File: src/rtl/bus_pkg.sv
// Shared constants and types for the two-master data bus arbiter:
// address windows, master indices and the arbitration state encoding.
package bus_pkg;

    // Default address windows (12-bit master address space)
    localparam logic [11:0] DATA_BASE = 12'h200;
    localparam logic [11:0] PERI_BASE = 12'h700;
    localparam int          PERI_AW   = 5;

    // Master indices
    localparam logic M0 = 1'b0;
    localparam logic M1 = 1'b1;

    // Arbitration state: which master held the bus in the previous cycle
    typedef enum logic [1:0] {
        IDLE = 2'b00,
        OWN0 = 2'b01,
        OWN1 = 2'b10
    } arb_state_e;

    // One-hot grant vector for a master index
    function automatic logic [1:0] master_onehot(input logic idx);
        logic [1:0] oh;
        if (idx == M1) begin
            oh = 2'b10;
        end else begin
            oh = 2'b01;
        end
        return oh;
    endfunction

endpackage

File: src/rtl/rr_arbiter2.sv
// Two-way round-robin arbiter with bounded lock. Grant is combinational
// from the requests and the registered owner/last/lock-count state.
module rr_arbiter2
    import bus_pkg::*;
#(
    parameter int MAX_LOCK = 8
) (
    input  logic       clk,
    input  logic       rst,
    input  logic [1:0] req,
    input  logic [1:0] lock,
    output logic [1:0] gnt
);

    localparam int                CNT_W   = $clog2(MAX_LOCK + 1);
    localparam logic [CNT_W-1:0]  CNT_MAX = CNT_W'(MAX_LOCK);
    localparam logic [CNT_W-1:0]  CNT_ZERO = {CNT_W{1'b0}};

    arb_state_e       state_q, state_d;
    logic             last_q, last_d;
    logic [CNT_W-1:0] lock_cnt_q, lock_cnt_d;

    logic owner_vld_s;
    logic owner_s;
    logic gidx_s;

    // Decode the previous-cycle owner from the state register
    always_comb begin
        owner_vld_s = (state_q != IDLE);
        if (state_q == OWN1) begin
            owner_s = M1;
        end else begin
            owner_s = M0;
        end
    end

    // Grant selection: single requester wins, locked owner keeps the bus
    // while under the lock bound, otherwise alternate away from last
    always_comb begin
        gnt = 2'b00;
        case (req)
            2'b00: gnt = 2'b00;
            2'b01: gnt = 2'b01;
            2'b10: gnt = 2'b10;
            2'b11: begin
                if (owner_vld_s && lock[owner_s] && (lock_cnt_q < CNT_MAX)) begin
                    gnt = master_onehot(owner_s);
                end else begin
                    gnt = master_onehot(~last_q);
                end
            end
            default: gnt = 2'b00;
        endcase
    end

    // Next owner, last pointer and consecutive-lock counter
    always_comb begin
        state_d    = state_q;
        last_d     = last_q;
        lock_cnt_d = lock_cnt_q;
        gidx_s     = gnt[1];
        if (gnt == 2'b00) begin
            state_d    = IDLE;
            lock_cnt_d = CNT_ZERO;
        end else begin
            if (gidx_s == M1) begin
                state_d = OWN1;
            end else begin
                state_d = OWN0;
            end
            last_d = gidx_s;
            if (owner_vld_s && (gidx_s == owner_s)) begin
                // Same master again: count only while the other one waits
                if (req[~gidx_s] && (lock_cnt_q < CNT_MAX)) begin
                    lock_cnt_d = lock_cnt_q + CNT_W'(1);
                end else begin
                    lock_cnt_d = lock_cnt_q;
                end
            end else begin
                lock_cnt_d = CNT_ZERO;
            end
        end
    end

    // Arbitration state registers; after reset M0 wins the first tie
    always_ff @(posedge clk or posedge rst) begin
        if (rst) begin
            state_q    <= IDLE;
            last_q     <= M1;
            lock_cnt_q <= CNT_ZERO;
        end else begin
            state_q    <= state_d;
            last_q     <= last_d;
            lock_cnt_q <= lock_cnt_d;
        end
    end

endmodule

File: src/rtl/data_bus_arbiter.sv
// Shares the data memory and peripheral windows between the core load/store
// port (M0) and a second master (M1). Address decode, slave muxing and the
// one-cycle registered read response live here; arbitration is in rr_arbiter2.
module data_bus_arbiter #(
    parameter int                INST_MEM_N = 9,
    parameter int                DATA_MEM_N = 8,
    parameter int                ADDR_W     = 12,
    parameter logic [ADDR_W-1:0] PERI_BASE  = 12'h700,
    parameter int                MAX_LOCK   = 8
) (
    input  logic                       clk,
    input  logic                       rst,
    input  logic [1:0]                 m_req,
    input  logic [1:0]                 m_lock,
    input  logic [1:0]                 m_we,
    input  logic [ADDR_W-1:0]          m0_addr,
    input  logic [ADDR_W-1:0]          m1_addr,
    input  logic [31:0]                m0_wdata,
    input  logic [31:0]                m1_wdata,
    output logic [1:0]                 m_gnt,
    output logic [1:0]                 m_rvalid,
    output logic                       m_rerr,
    output logic [31:0]                m_rdata,
    output logic [DATA_MEM_N-1:0]      mem_addr,
    output logic [31:0]                mem_wd,
    output logic [31:0]                peri_wd,
    output logic                       mem_we,
    output logic                       peri_we,
    input  logic [31:0]                mem_rd,
    input  logic [31:0]                peri_rd,
    output logic [bus_pkg::PERI_AW-1:0] peri_addr
);

    // Window bounds widened to 32 bits so the upper bound never overflows
    localparam logic [31:0] MEM_LO_C  = 32'd1 << INST_MEM_N;
    localparam logic [31:0] MEM_HI_C  = MEM_LO_C + (32'd1 << DATA_MEM_N);
    localparam logic [31:0] PERI_LO_C = 32'(PERI_BASE);

    logic [1:0]        gnt_s;
    logic              any_gnt_s;
    logic [ADDR_W-1:0] addr_s;
    logic [31:0]       addr_ext_s;
    logic              we_s;
    logic [31:0]       wdata_s;
    logic              hit_mem_s;
    logic              hit_peri_s;
    logic              rd_s;

    logic [1:0]  rvalid_d, rvalid_q;
    logic        rerr_d, rerr_q;
    logic [31:0] rdata_d, rdata_q;

    rr_arbiter2 #(
        .MAX_LOCK (MAX_LOCK)
    ) u_arb (
        .clk  (clk),
        .rst  (rst),
        .req  (m_req),
        .lock (m_lock),
        .gnt  (gnt_s)
    );

    assign m_gnt = gnt_s;

    // Select the granted master's command; with no grant M0 drives the slaves
    always_comb begin
        any_gnt_s = |gnt_s;
        if (gnt_s[1]) begin
            addr_s  = m1_addr;
            we_s    = m_we[1];
            wdata_s = m1_wdata;
        end else begin
            addr_s  = m0_addr;
            we_s    = m_we[0];
            wdata_s = m0_wdata;
        end
    end

    // Address decode and slave-side addresses, data and write strobes
    always_comb begin
        addr_ext_s = 32'(addr_s);
        hit_mem_s  = (addr_ext_s >= MEM_LO_C) && (addr_ext_s < MEM_HI_C);
        hit_peri_s = (addr_ext_s >= PERI_LO_C);
        mem_addr   = DATA_MEM_N'(addr_ext_s - MEM_LO_C);
        peri_addr  = bus_pkg::PERI_AW'(addr_ext_s - PERI_LO_C);
        mem_wd     = wdata_s;
        peri_wd    = wdata_s;
        mem_we     = any_gnt_s & we_s & hit_mem_s;
        peri_we    = any_gnt_s & we_s & hit_peri_s;
        rd_s       = any_gnt_s & ~we_s;
    end

    // Read response capture: data from the hit window, zero plus error on a miss
    always_comb begin
        rvalid_d = 2'b00;
        rerr_d   = 1'b0;
        rdata_d  = rdata_q;
        if (rd_s) begin
            rvalid_d = gnt_s;
            if (hit_mem_s) begin
                rdata_d = mem_rd;
            end else if (hit_peri_s) begin
                rdata_d = peri_rd;
            end else begin
                rdata_d = 32'h0000_0000;
                rerr_d  = 1'b1;
            end
        end else begin
            rvalid_d = 2'b00;
            rerr_d   = 1'b0;
        end
    end

    // Read response registers; reset drops any response in flight
    always_ff @(posedge clk or posedge rst) begin
        if (rst) begin
            rvalid_q <= 2'b00;
            rerr_q   <= 1'b0;
            rdata_q  <= 32'h0000_0000;
        end else begin
            rvalid_q <= rvalid_d;
            rerr_q   <= rerr_d;
            rdata_q  <= rdata_d;
        end
    end

    assign m_rvalid = rvalid_q;
    assign m_rerr   = rerr_q;
    assign m_rdata  = rdata_q;

endmodule
File: config.mk
export PLATFORM = sky130hd
export DESIGN_NAME = data_bus_arbiter
export DESIGN_NICKNAME = d
export VERILOG_FILES = /design/src/rtl/bus_pkg.sv /design/src/rtl/rr_arbiter2.sv /design/src/rtl/data_bus_arbiter.sv
export SDC_FILE = /design/constraint.sdc
export NUM_CORES = 1
export LEC_CHECK = 0
export ABC_CLOCK_PERIOD_IN_PS = 7100
export CORE_MARGIN = 5
export CORE_UTILIZATION = 36
export CTS_CLUSTER_SIZE = 28
export DETAILED_ROUTE_END_ITERATION = 8
export PLACE_DENSITY = 0.95
export SLEW_MARGIN = 20
export SYNTH_ARGS = -nofsm -noshare
export SYNTH_HDL_FRONTEND = slang
export SYNTH_SLANG_ARGS = --single-unit
File: constraint.sdc
create_clock -name clk -period 7.1 [get_ports clk]
set_clock_uncertainty 0.1 [all_clocks]
set_input_delay 1.775 -clock clk [delete_from_list [all_inputs] [get_ports clk]]
set_output_delay 1.775 -clock clk [all_outputs]
set_load 0.02 [all_outputs]
==> run summary, run 1 <==
number of distinct library cells after synthesis = 36
area grow syn2layout = 78.4%
WS Path Type = input pin to output pin
Avg Cell Area, Syn = 6.82 um2
final hold vios = 0
Required @ worst endpoint = 5.22 ns
Hold Crit Class = flip-flop to flip-flop
CTS tree = yes
syn nets = 657
Worst-Margin Slew = 0.979 ns
r2r setup slk = 4.11 ns
post_cts resized = 0
largest net degree at the start of global routing = 80
vias after detailed routing = 4577
die width = 107 um
first-pass GRT wire length = 23700 um
Sink Count = 42
Post-CTS Repair Setup Buffers = 0
RSZ-0062 raised after global routing = false
CTS Buffer Depth = 2
post-synthesis async set-or-reset flop share = 100%
FF+latch count, synth = 42
PwrDens = 189 mW/mm2
Final setup viols = 0
Total Wirelength = 15600 um
First-pass DRT Iterations = 5
Total GRT Usage = 25.6%
number of global-route vias before repair = 4613
ANT nets after route = 0
cts bufs inserted = 5
period utilization = 91.7%
Post-synth EDFFs = 0
Syn Std Cell Area = 0.00338 mm2
Initial Util = 36.8%
Root Driver = clkbuf_8
top-area cell type share of the netlist area = 30.3%
Crit Path Max Fanout = 27
NumNets Final = 866
detailed placement HPWL = 12100 um
Slew HR = 34.7%
yosys warns = 0
vias per cell = 5.60
grt ovf = 0
status = completed
CP Launch Type = input pin
drt drc = 0
crit path max-delay cell type = clkdlybuf4s50_1
die area = 0.0114 mm2
GP Congestion = 1.08
Pins Over Slew Limit = 0
IO buf count = 275
register area share after synthesis = 31.1%
Max VDD drop = 0.0930 mV
fmax = 154 MHz
io pins = 276
Area contributors post-synth = dfrtp_1 30%, nand2_1 17%, a31oi_1 12%
Clock Latency Late Sink = 0.29 ns
Post-Synthesis Cells = 496
antenna diode count = 0
share of cells above drive strength 1 = 4.11%
Most used DFF post-synth = dfrtp_1
MaxCap Viol Count = 0
CTS clk-pin slew, worst paths = 0.08 ns
WP data arrival = 4.64 ns
setup TNS = 0 ns
drt initial violations = 432
critical-path cell list = clkdlybuf4s50_1, inv_1, a31oi_1, nand2_2, inv_2, buf_4, nand2_1, nand2_1, clkdlybuf4s50_1
Min Hold Slack = 0.435 ns
Die Y = 107 um
cell with the most instances after synthesis = nand2_1
Final min period = 6.51 ns
htree depth = 2
row cnt = 35
worst r2r src = u_arb.last_q
Pleak = 2.42 nW
area leader, netlist = dfrtp_1
WL/cell = 19.1 um
largest delay contributor family on the critical path = buffers and inverters
Setup crit end kind = output pin
initial antenna violation count = 0
crit path buf inv count = 5
crit path launch = m_req[1]
Hold-fix buffers, CTS = 0
Hold Crit Start = u_arb.last_q
CP max stage delay = 0.68 ns
most common library cells after synthesis = 153 x nand2_1, 66 x a31oi_1, 41 x dfrtp_1
core footprint = 0.00920 mm2
## path summary, 6_finish.rpt
check                                to  depth (start not counted)
max                         mem_addr[2]                          9
min                        u_arb.last_q                          2
max reg2reg                 m_rdata[10]                          6
min reg2reg                u_arb.last_q                          2
max in group asynchronous  u_arb.last_q                          3
min in group asynchronous    m_rdata[5]                          3
## metal layers
layer	vias to the layer above	share of wire (%)	GRT usage [%]
met5	-	0	0
met4	0	4.3	11.0
met3	49	10	6.50
met2	298	52	48.6
met1	2114	33	26.4
li1	2116	-	-
## cell families after synthesis
logic type | count (synthesis) | synth area share [%]
simple gates | 244 | 31.7
compound gates | 120 | 21.4
buf+inv | 88 | 15.1
flops | 42 | 31.1
mux | 1 | 0.296
fa+ha+maj | 1 | 0.370
## registers in the layout, summed over array words and instances (netlist names)
| name | count |
|---|---|
| m_rdata | 32 |
| m_rerr | 1 |
| m_rvalid | 2 |
| u_arb.last_q | 1 |
| u_arb.lock_cnt_q | 4 |
| u_arb.state_q | 2 |
## layout by cell type (no fill, tap or decap), types with 2 or more instances in the layout
| cell | instances |
|---|---|
| a31oi_1 | 65 |
| clkbuf_8 | 5 |
| nand2b_1 | 2 |
| buf_4 | 8 |
| o21ai_0 | 3 |
| inv_1 | 4 |
| nor3_1 | 36 |
| o21a_1 | 2 |
| nand3_1 | 38 |
| nand3b_1 | 2 |
| dfrtp_1 | 41 |
| a32oi_1 | 2 |
| nor4b_1 | 2 |
| a31o_2 | 3 |
| nand2_1 | 152 |
| and2_1 | 2 |
| a21oi_1 | 37 |
| bufinv_16 | 2 |
| a21boi_0 | 2 |
| clkdlybuf4s50_1 | 275 |
| nor2_1 | 3 |
| nor4b_4 | 2 |
## report_power, final
group | total, mW | internal (mW) | leakage (nW) | switching (mW)
Sequential | 0.311 | 0.283 | 0.501 | 0.0275
Clock | 0.229 | 0.141 | 0.0683 | 0.0878
Combinational | 0.602 | 0.289 | 1.85 | 0.314
Total | 1.14 | 0.713 | 2.42 | 0.429
## per-stage QoR
step | cells | power [mW] | setup WS [ns] | area [um2] | utilization (%)
final | 817 | 1.14 | 0.588 | 6030 | 65.6
after floorplan | 496 | 0.616 | 1.91 | 3380 | -
after global placement | 808 | 0.898 | 0.808 | 5880 | 63.9
after detailed placement | 809 | 0.916 | 0.702 | 5890 | 64.1
after CTS | 817 | 1.14 | 0.661 | 6030 | 65.6
after global routing | 817 | 1.19 | 0.392 | 6030 | 65.6
## worst min-delay path: cells and delay by family (launching register included)
| family | cells | cell delay, ns |
|---|---|---|
| compound gates | 1 | 0.08 |
| buf+inv | 1 | 0.05 |
| flops | 1 | 0.39 |
## area by class of cell
cell class,instances,area (um2)
inverters,6,22.5
repair buffers,284,2830
well taps,111,139
clock inverters,3,68.8
flip-flops and latches,42,1050
clock buffers,5,68.8
fillers,754,3160
multi-input cells,366,1860
Note: power is estimated with default switching activity, not from simulation.
==> run 2: changes to the inputs <==
CAP_MARGIN = 10   (was unset)
==> results of run 2 <==
Final layout, timing and power as in run 1 (identical DEF).
==> run 3: changes to the inputs <==
CAP_MARGIN = 20   (was 10)
PLACE_DENSITY = unset   (was 0.95)
PLACE_DENSITY_LB_ADDON = 0.3   (was unset)
==> run 3 against run 2 <==
  * Non-clock buffer count is 2 lower
  * Sequential share of layout area increased by 0.26 points
  * Critical path type unchanged
  * Worst setup slack gained 0.10 ns
  * Register-to-register slack improved by 0.40 ns
  * Sequential power about the same
==> run summary, run 3 (synthesis results as in run 1) <==
grt ovf = 0 (unchanged)
CP Launch Type = input pin
htree depth = 2 (unchanged)
Reg power frac = 29.4% (+2.2 points)
r2r endpoint = m_rdata[14]
die area = 0.0114 mm2 (unchanged)
NumNets Final = 864 (-0.23%)
Switching Share = 39.7% (+2.1 points)
Initial Util = 36.8% (unchanged)
vias per cell = 5.50 (-1.9%)
WHS Path Cells = 2 (unchanged)
PwrDens = 177 mW/mm2 (-6.4%)
most common cell after layout, fill and taps aside = clkdlybuf4s50_1
Hold Crit Start = u_arb.last_q
cts bufs inserted = 5 (unchanged)
Setup crit end kind = output pin
Clock Latency Late Sink = 0.29 ns (about the same)
RSZ-0062 raised after global routing = false
period utilization = 90.3% (-1.4 points)
status = completed
Sink Count = 42 (unchanged)
io pins = 276 (unchanged)
Slew HR = 45.7% (+11 points)
switching pwr = 0.418 mW (-2.5%)
GP Congestion = 0.896 (-17%)
final hold vios = 0 (unchanged)
Tot Pwr = 1.05 mW (-7.8%)
CTS tree = yes
Pleak = 2.38 nW (-1.6%)
WL/cell = 18.5 um (-3.1%)
initial antenna violation count = 0 (unchanged)
first-pass GRT wire length = 23100 um (-2.4%)
CTS clk-pin slew, worst paths = 0.07 ns (about the same)
Post-CTS Repair Setup Buffers = 0 (unchanged)
r2r setup slk = 4.51 ns (+0.40 ns)
most frequent cells in the layout = 275 x clkdlybuf4s50_1, 152 x nand2_1, 65 x a31oi_1
max reg flops = 32 (unchanged)
core footprint = 0.00920 mm2 (unchanged)
Pins Over Slew Limit = 0 (unchanged)
post-route cell area = 0.00595 mm2 (-1.5%)
IO buf count = 275 (unchanged)
Hold EP = u_arb.last_q
antenna diode count = 0 (unchanged)
MaxCap Viol Count = 0 (unchanged)
Required @ worst endpoint = 5.22 ns (about the same)
ANT nets after route = 0 (unchanged)
row cnt = 35 (unchanged)
die width = 107 um (unchanged)
Clock Power Share = 14.2% (-5.8 points)
Worst-Margin Slew = 0.814 ns (-0.165 ns)
crit path max-delay cell type = clkdlybuf4s50_1
largest net degree at the start of global routing = 80 (unchanged)
fmax = 156 MHz (+1.6%)
Crit Path Max Fanout = 45 (+67%)
vias after detailed routing = 4473 (-2.3%)
post_cts resized = 0 (unchanged)
Most common cell on crit path = clkdlybuf4s50_1
Total GRT Usage = 25.1% (-0.57 points)
WS Path Type = input pin to output pin
drt initial violations = 438 (+1.4%)
drt drc = 0 (unchanged)
Logic pwr share = 56.4% (+3.6 points)
detailed placement HPWL = 11300 um (-6.9%)
Root Driver = clkbuf_8
area grow syn2layout = 75.8%
Final min period = 6.41 ns (-0.0997 ns)
number of global-route vias before repair = 4444 (-3.7%)
Hold Crit Class = flip-flop to flip-flop
internal power = 0.635 mW (-11%)
Hold-fix buffers, CTS = 0 (unchanged)
CTS Buffer Depth = 2 (unchanged)
Total Wirelength = 15100 um (-3.5%)
worst-case reg-to-reg path depth = 6 (unchanged)
worst r2r src = u_arb.last_q
First-pass DRT Iterations = 5 (unchanged)
CP max stage delay = 0.69 ns (about the same)
Die Y = 107 um (unchanged)
WP data arrival = 4.54 ns (-0.10 ns)
post-place instance area = 0.00586 mm2 (-0.51%)
Max VDD drop = 0.107 mV (+16%)
Final setup viols = 0 (unchanged)
share of cells above drive strength 1 = 3.84% (-0.27 points)
critical-path cell list = clkdlybuf4s50_1, inv_1, a31oi_1, nand2_2, inv_2, nand3_1, a21oi_1, clkdlybuf4s50_1
setup TNS = 0 ns (unchanged)
-- run 3: cell count changes in the layout (fill, tap and decap cells not counted), sizes merged --
cell	before	now
buf	9	7
bufinv	2	0
clkinv	2	3
-- run 3: cell type report --
class / count / area (um2)
clock buffers: 5 / 68.8
fillers: 812 / 3250
well taps: 111 / 139
flip-flops and latches: 42 / 1050
clock inverters: 2 / 10.0
inverters: 6 / 22.5
repair buffers: 282 / 2810
multi-input cells: 366 / 1850
-- run 3: worst max-delay path by stage --
stage                          from     endpoint  slack [ns]
after global routing       m_req[1]       mem_we        0.42
after floorplan           m_lock[0]  peri_wd[17]        1.91
final                      m_req[1]      peri_we        0.69
after detailed placement   m_req[1]      peri_we        0.69
after global placement     m_req[1]      peri_we        0.77
after CTS                  m_req[1]      peri_we        0.68
-- run 3: power groups by stage --
stage                     registers [mW]  logic, mW  clock network [mW]
after floorplan                    0.361      0.255                   0
after global placement             0.312      0.588                   0
after detailed placement           0.315      0.596                   0
after CTS                          0.310      0.598               0.153
after global routing               0.316      0.629               0.159
final                              0.310      0.594               0.149
-- run 3: critical path: cells and delay by family --
| kind | cells | cell delay [ns] |
|---|---|---|
| AOI/OAI and AO/OA | 2 | 0.49 |
| and+or+nand+nor | 2 | 0.27 |
| buffers and inverters | 4 | 1.99 |
-- run 3: per-stage QoR --
step	setup WS (ns)	utilization (%)	hold slack (ns)	instances
after floorplan	1.91	-	0.383	496
after global placement	0.773	63.8	0.402	807
after detailed placement	0.693	63.8	0.423	807
after CTS	0.678	64.6	0.434	814
after global routing	0.416	64.7	0.451	814
final	0.688	64.7	0.428	814
-- run 3: per-layer routing --
layer | wire [um] | track usage (%)
met1 | 5150 | 27.0
met2 | 7720 | 45.7
met3 | 1780 | 9.27
met5 | 0 | 0
met4 | 415 | 7.21
